===== config.mk =====
export PLATFORM = sky130hd
export DESIGN_NAME = ee354_project_ctrl
export DESIGN_NICKNAME = d
export VERILOG_FILES = /design/src/rtl/ee354_project_ctrl.sv
export SDC_FILE = /design/constraint.sdc
export NUM_CORES = 1
export LEC_CHECK = 0
export CAP_MARGIN = 15
export CELL_PAD_IN_SITES_DETAIL_PLACEMENT = 1
export CELL_PAD_IN_SITES_GLOBAL_PLACEMENT = 1
export CORE_MARGIN = 2
export CORE_UTILIZATION = 30
export DETAILED_ROUTE_END_ITERATION = 7
export PLACE_DENSITY_LB_ADDON = 0.15
export REMOVE_ABC_BUFFERS = 1
export SLEW_MARGIN = 20
export SYNTH_ARGS = -nofsm -noshare
export SYNTH_HDL_FRONTEND = slang
export SYNTH_SLANG_ARGS = --single-unit

===== constraint.sdc =====
create_clock -name Clk -period 2.6 [get_ports Clk]
set_input_delay 0.52 -clock Clk [delete_from_list [all_inputs] [get_ports Clk]]
set_output_delay 0.52 -clock Clk [all_outputs]
set_load 0.05 [all_outputs]

===== src/rtl/ee354_project_ctrl.sv =====
// ee354_project_ctrl: game FSM, move-tick generator and 2-deep turn queue feeding the snake length stage.
module ee354_project_ctrl #(
   parameter int         TICK_DIV   = 25000000,
   parameter int         CNT_W      = 25,
   parameter logic [7:0] WIN_LENGTH = 8'd225
) (
   input  logic       Clk,
   input  logic       Reset,
   input  logic       Start,
   input  logic       Btn_U,
   input  logic       Btn_D,
   input  logic       Btn_L,
   input  logic       Btn_R,
   input  logic [7:0] Length,
   input  logic       Collision,
   output logic       q_I,
   output logic       q_Run,
   output logic       q_Win,
   output logic       q_Lose,
   output logic       Move_Tick,
   output logic [1:0] In_Dirn,
   output logic       SCEN
);
   typedef enum logic [3:0] {I = 4'b0001, RUN = 4'b0010, WIN = 4'b0100, LOSE = 4'b1000} state_t;
   state_t state, state_n;
   logic [CNT_W-1:0] move_cnt;
   logic [1:0] que0, que1, q_cnt, ref_dirn, req;
   logic run, go, tick, deq, req_v, acc;
   assign {q_Lose, q_Win, q_Run, q_I} = state;
   assign run = state == RUN;
   assign go = state == I && Start;
   assign tick = run && move_cnt == CNT_W'(TICK_DIV - 1);
   assign deq = tick && q_cnt != 2'd0;
   assign req_v = Btn_U | Btn_D | Btn_L | Btn_R;
   assign req = Btn_U ? 2'b00 : Btn_D ? 2'b01 : Btn_L ? 2'b10 : 2'b11;
   // Newest entry is the reference whether or not it leaves this cycle.
   assign ref_dirn = q_cnt == 2'd2 ? que1 : q_cnt == 2'd1 ? que0 : In_Dirn;
   assign acc = run && req_v && req[1] != ref_dirn[1] && !(q_cnt == 2'd2 && !deq);
   always_comb begin
      state_n = state;
      case (state)
         I:        state_n = Start ? RUN : I;
         RUN:      state_n = Collision ? LOSE : Length >= WIN_LENGTH ? WIN : RUN;
         WIN:      state_n = Start ? I : WIN;
         LOSE:     state_n = Start ? I : LOSE;
         default:  state_n = I;
      endcase
   end
   always_ff @(posedge Clk or posedge Reset)
      if (Reset) state <= I;
      else state <= state_n;
   always_ff @(posedge Clk or posedge Reset)
      if (Reset) begin
         move_cnt  <= '0;
         Move_Tick <= 1'b0;
         SCEN      <= 1'b0;
         In_Dirn   <= 2'b00;
         que0      <= 2'b00;
         que1      <= 2'b00;
         q_cnt     <= 2'd0;
      end else begin
         Move_Tick <= tick;
         SCEN      <= deq;
         if (go) begin
            move_cnt <= '0;
            q_cnt    <= 2'd0;
            In_Dirn  <= 2'b00;
         end else if (run) begin
            move_cnt <= tick ? '0 : move_cnt + CNT_W'(1);
            if (deq) begin
               In_Dirn <= que0;
               que0    <= que1;
            end
            if (acc) begin
               if (q_cnt == {1'b0, deq}) que0 <= req;
               else que1 <= req;
            end
            q_cnt <= q_cnt - {1'b0, deq} + {1'b0, acc};
         end
      end
endmodule


; ---- After elaboration in Yosys (flattened, before gate mapping)
; Cells that the tools add are included.
[op_classes]
n_addsub = 3
n_mux = 22
n_bitwise = 5
eq_ne = 9
magnitude_cmp = 1
reduce_logical = 15
[ops]
columns = operator, count
row1 = 25-bit two-way mux, 3
row2 = 2-bit two-way mux, 13
row3 = "25-bit by 1-bit adder with 25-bit output, second input constant", 1
row4 = "25-bit equality test, second input constant", 1
row5 = 4-bit case mux with 4 select lines, 1
row6 = "8-bit >= comparator, second input constant", 1
row7 = 4-bit two-way mux, 2
row8 = 1-bit logical AND, 7
row9 = 3-bit two-way mux, 2
row10 = 2-bit nonzero test, 3
row11 = "4-bit by 1-bit equality test with 1-bit output, second input constant", 1
row12 = "4-bit by 2-bit equality test with 1-bit output, second input constant", 1
row13 = "4-bit by 3-bit equality test with 1-bit output, second input constant", 1
row14 = "4-bit equality test, second input constant", 1
row15 = 2-bit AND reduction, 2
row16 = 4-bit AND reduction, 1
row17 = 1-bit bitwise OR, 3
row18 = 2-bit by 1-bit adder with 2-bit output, 1
row19 = 2-bit by 1-bit equality test with 1-bit output, 1
row20 = "2-bit by 1-bit equality test with 1-bit output, second input constant", 1
row21 = "2-bit equality test, second input constant", 1
row22 = 1-bit logical NOT, 2
row23 = 1-bit inverter, 2
row24 = 2-bit by 1-bit subtractor with 2-bit output, 1
row25 = other kinds (2), 2
[totals]
input_bits = 16
elab_cells = 63
output_inout_bits = 8
reg_bits = 39

; ---- Depth between registers and ports, before layout
[depth]
ltp_word = 10
ltp_mapped = 12
ltp_nobuf = 12

; ---- Worst setup path before layout
; No wires, ideal clock.
[synth_path]
path_kind = reg2reg
from = register state[1]
to = register q_cnt[1]
setup_time_ns = 0.138
t_required_ns = 2.462
setup_slack_ns = -0.127
path_stages_with_launch = 12
period_less_slack_ns = 2.727
n_path_buf = 0
arrival_ns = 2.589
cell_sequence = dfrtp_1 > or4b_4 > nor4_4 > o211ai_4 > inv_1 > ha_1 > inv_1 > ha_1 > xor2_1 > nand2_1 > nand3_1 > o21ai_0
[synth_between]
elab_chain_len = 10
elab_cells_between_ends = 16
classes_between = add/sub: 2 / eq/ne: 2 / mux: 2 / reduce/logical: 10
[synth_lines]
columns = item, line
row1 = start: declaration, 25  ; state_t state, state_n;
row2 = start signal: assignment, 51  ; else state <= state_n;
row3 = 4-bit by 2-bit equality test with 1-bit output (*), 30  ; assign run = state == RUN;
row4 = 1-bit logical AND (*), 32  ; assign tick = run && move_cnt == CNT_W'(TICK_DIV - 1);
row5 = 1-bit logical AND (*), 33  ; assign deq = tick && q_cnt != 2'd0;
row6 = via deq, 28  ; logic run, go, tick, deq, req_v, acc;
row7 = "parallel branches: the longest is 4 deep, another holds 2-bit by 1-bit subtractor with 2-bit output", --
row8 = 2-bit by 1-bit adder with 2-bit output (*), 78  ; q_cnt <= q_cnt - {1'b0, deq} + {1'b0, acc};
row9 = 2-bit two-way mux (*), 68  ; end else if (run) begin
row10 = 2-bit two-way mux (*), 64  ; if (go) begin
row11 = end signal: assignment, 78
row12 = end: declaration, 27  ; logic [1:0] que0, que1, q_cnt, ref_dirn, req;
; Mark *: on every way through the listed nets, which the timed path passes. The select of a mux whose other input is x is not followed.
; A chain may end at the register's enable or synchronous reset.

; ---- Final worst setup path
[layout_path]
from = register move_cnt[23]
to = register q_cnt[1]
[layout_between]
elab_chain_len = 10
elab_cells_between_ends = 11
classes_between = add/sub: 2 / eq/ne: 1 / mux: 2 / reduce/logical: 6
[layout_lines]
columns = item, line
row1 = start: declaration, 26  ; logic [CNT_W-1:0] move_cnt;
row2 = start signal: assignment, 69  ; move_cnt <= tick ? '0 : move_cnt + CNT_W'(1);
row3 = 25-bit equality test (*), 32
row4 = 1-bit logical AND (*), 32
row5 = 1-bit logical AND (*), 33
row6 = "parallel branches: the longest is 4 deep, another holds 2-bit by 1-bit subtractor with 2-bit output", --
row7 = 2-bit by 1-bit adder with 2-bit output (*), 78
row8 = 2-bit two-way mux (*), 68
row9 = 2-bit two-way mux (*), 64
; Every way passes the cells marked *. The select of a mux whose other input is x is not followed.

==> tab_implementation.tex <==
\begin{tabular}{lr}
\hline
Metric & Value \\
\hline
\multicolumn{2}{l}{\textbf{Setup path}} \\
Crit start category & register \\
Critical Path Source & move\_cnt[23] \\
Crit. End Element & register \\
Maximum single-stage delay on the critical path & just under 0.6 ns \\
Critical path class & register to register \\
End of the critical path & q\_cnt[1] \\
Maximum fanout encountered on the critical timing path & 2 \\
Required time at the endpoint of the critical path & roughly 2.8 ns \\
Arrival time reported for the critical path endpoint & around 2.7 ns \\
Library cell contributing the largest single delay on the critical path & or4b\_4 \\
Endpoint of the lowest-slack register-to-register path & q\_cnt[1] \\
Reg2reg setup slack & slightly above 0.05 ns \\
Launch point of the worst reg-to-reg path & move\_cnt[23] \\
Cells along the critical path & or4b\_4, nor3\_4, nand3\_2, a311o\_1, ha\_4, inv\_4, ha\_4, xor2\_1, nand2\_1, nand3\_2, o21ai\_1 \\
Worst reg2reg path depth & 11 \\
\multicolumn{2}{l}{\textbf{Finish}} \\
Commonest cells after routing, fill and taps aside & dfrtp\_1 (38), nor2\_1 (36), buf\_4 (34) \\
Antenna cell count & 0 \\
Fraction of layout cells with a size suffix above 1 & a little over a fifth \\
Count of nets after finishing & just over 300 \\
Most common cell after layout, fill and taps aside & dfrtp\_1 \\
Growth of design area from synthesis to finish & 32.14\% \\
\multicolumn{2}{l}{\textbf{Run status}} \\
Run status & finished, final reports clean \\
\multicolumn{2}{l}{\textbf{Logic synthesis}} \\
Async set-reset flop share out of synthesis & 100.0\% \\
Share of the synthesized area in the top cell type & a little over two fifths \\
Unique cell type count in the Yosys netlist & 43 \\
Number of flops mapped to enable cells by yosys & 0 \\
Part of the Yosys area used for sequential elements & about 44\% \\
Area of the mapped netlist & between 2000 and 2500 um\^{}2 \\
Cell accounting for the most synthesized area & dfrtp\_1 \\
Warnings from Yosys & 0 \\
Synthesized area per cell & slightly below 10 um\^{}2 \\
Synth Instances & approximately 230 \\
Cell types with the largest area share after synthesis & dfrtp\_1 (42\%), nor2\_1 (6.2\%), xnor2\_1 (4.7\%), mux2i\_1 (4.5\%), xor2\_1 (3.9\%) \\
Flip-flop cell with the highest count after synthesis & dfrtp\_1 \\
Post-synthesis sequential element count & 39 \\
\multicolumn{2}{l}{\textbf{Clock tree}} \\
Total CTS buffers & 5 \\
Library cell used as clock root buffer & clkbuf\_8 \\
TritonCTS Sinks & 39 \\
Number of buffers on the longest clock path & 2 \\
\# hold bufs at CTS & 0 \\
Number of H-tree levels & 2 \\
Clock tree from TritonCTS & done \\
Clock-pin slew on the worst setup and hold paths & about 0.080 ns \\
Clk\_lat worst skew & 0.29 ns \\
\multicolumn{2}{l}{\textbf{Power}} \\
Pwr Density & between 500 and 600 nW/um\^{}2 \\
Max rail drop VDD & about 0.2 mV \\
Leakage power total & roughly 0.0013 uW \\
\multicolumn{2}{l}{\textbf{Global routing}} \\
Via count of the first global-routing pass & 2024 \\
All-layer global routing usage & between 15 and 20\% \\
Initial antenna violation count & 0 \\
Leftover overflow at the end of global routing & 0 \\
Pin count of the biggest net entering global routing & 40 \\
Wire length of the first global-routing pass & a little over 10 mm \\
\multicolumn{2}{l}{\textbf{Floorplanning}} \\
Effective utilization at floorplan & between 30\% and 40\% \\
Height of the die & about 90 um \\
Area of the core & around 7300 um\^{}2 \\
Die area & roughly 8200 um\^{}2 \\
I/O pin count & 24 \\
Number of rows created at floorplan & 31 \\
Overall die width & approximately 90 um \\
\multicolumn{2}{l}{\textbf{Min path}} \\
HP Start & move\_cnt[24] \\
Min-Delay Path Class & register to register \\
\multicolumn{2}{l}{\textbf{Placement}} \\
IO buf count & 23 \\
Half-perimeter wire length after placement & $\sim$4.3 mm \\
GPL Wtd Cong & 0.7365 \\
\multicolumn{2}{l}{\textbf{Detailed routing}} \\
1st-iter DRT viols & 62 \\
Overall via count from detail\_route & approximately 1900 \\
Wire length reported by the detailed router & approximately 5.8 mm \\
Number of iterations in the first detailed-routing pass & 4 \\
Via density & $\sim$4.8 \\
Antenna Violating Nets Remaining & 0 \\
DRC viols & 0 \\
Wire per inst & $\sim$15 um \\
\multicolumn{2}{l}{\textbf{STA}} \\
Number of pins exceeding their max-slew limit in the final report & 0 \\
Relative slew slack & between 50\% and 60\% \\
Final setup vio count & 0 \\
Setup Total Neg Slack & 0 ns \\
Number of hold violations in the final report & 0 \\
Top achievable clock speed & $\sim$390 MHz \\
Unrepaired setup endpoints after global routing & true \\
Final critical-path required period & 2.549 ns \\
Hold slack & 0.4853 ns \\
Share of the cycle needed by the critical path after routing & a little over nine tenths \\
Tightest Pin Transition & around 0.6 ns \\
Final worst clock skew & roughly 0.0056 ns \\
\multicolumn{2}{l}{\textbf{Flow run}} \\
Max Cap Viol & 0 \\
\hline
\end{tabular}
flip-flops by register name (all words and copies together) (netlist names):
name and count:
Move_Tick 1, SCEN 1, In_Dirn 2, q_cnt 2, state 4, que1 2, que0 2, move_cnt 25
Yosys cell counts, types with 3 or more instances:
cell      instances
xnor2_1          12
nor4_1            6
ha_1              3
inv_1             6
and3_1            5
dfrtp_1          38
a21oi_1           7
a21o_1            3
nor3_1           10
nand2_1          14
mux2i_1          10
nand4_1           9
nor2_1           37
o21ai_0           6
xor2_1           10
nand3_1          16
clkbuf_1          5
worst min-delay path by stage:
| stage | cells past startpoint | slack, ns | end |
|---|---|---|---|
| 3_3_place_gp | 1 | 0.48 | move_cnt[24] |
| 5_1_grt | 1 | 0.54 | move_cnt[24] |
| 6_report | 1 | 0.49 | move_cnt[24] |
| 4_1_cts | 1 | 0.50 | move_cnt[24] |
| 2_1_floorplan | 1 | 0.44 | move_cnt[24] |
| 3_5_place_dp | 1 | 0.49 | move_cnt[24] |
logic make-up (layout without fill, tap and decap cells):
kind of cell               after synthesis  after routing  share of synthesized area, %
and+or+nand+nor                        111            111                         26.27
DFF                                     39             39                         43.66
AOI/OAI and AO/OA                       29             29                         9.950
xor gates and xnor gates                22             22                         8.608
muxes                                   14             14                         6.820
buffers and inverters                   14             72                         3.018
adders and majority gates                3              3                         1.677
layout make-up:
| type | instances | area, um^2 |
|---|---|---|
| Timing Repair Buffer | 58 | 496.7 |
| Inverter | 6 | 25.02 |
| Clock inverter | 3 | 20.02 |
| Tap cell | 99 | 123.9 |
| Clock buffer | 5 | 68.82 |
| Sequential cell | 39 | 977.2 |
| Multi-Input combinational cell | 179 | 1246 |
| Fill cell | 853 | 4295 |
worst max-delay path: cells and delay by family, from the launching register on:
kind	cells	cell delay, ns
and+or+nand+nor	5	1.00
adders and majority gates	2	0.42
AOI/OAI and AO/OA	2	0.42
DFF	1	0.39
xor gates and xnor gates	1	0.16
buffers and inverters	1	0.03
report_power, final:
group | switching, uW | total, uW | leakage (uW) | internal (uW)
combinational | 296 | 488 | 0.000729 | 192
clock | 229 | 416 | 0.0000402 | 187
sequential | 29.2 | 684 | 0.000531 | 655
total | 554 | 1590 | 0.00130 | 1030
metal layers:
metal | wire length (um) | GRT usage [%] | up-vias
met1 | 2766 | 20.86 | 908
li1 | - | - | 944
met4 | 101 | 4.872 | 0
met2 | 2739 | 24.69 | 19
met3 | 149 | 3.339 | 9
met5 | 0 | 0 | -
what timing repair did:
item / 4_1_cts / 5_1_grt
pin swaps: 4 / 9
gates resized for setup: 2 / 12
setup buffers: 1 / 1
endpoints found under the hold margin: 0 / 0
endpoints found under the setup margin: 1 / 3
through the flow:
stage	instances	util, %	area, um^2	worst slack [ns]	total power, uW
after global placement	379	38.54	2795	-0.1200	1181
final	389	40.78	2958	0.05072	1588
after floorplan	224	-	2193	-0.1899	981.5
after detailed placement	379	38.54	2795	-0.1833	1188
after CTS	388	39.93	2897	0.009866	1615
after global routing	389	40.78	2958	-0.09848	1698
Note: power is estimated with default switching activity, not from simulation.
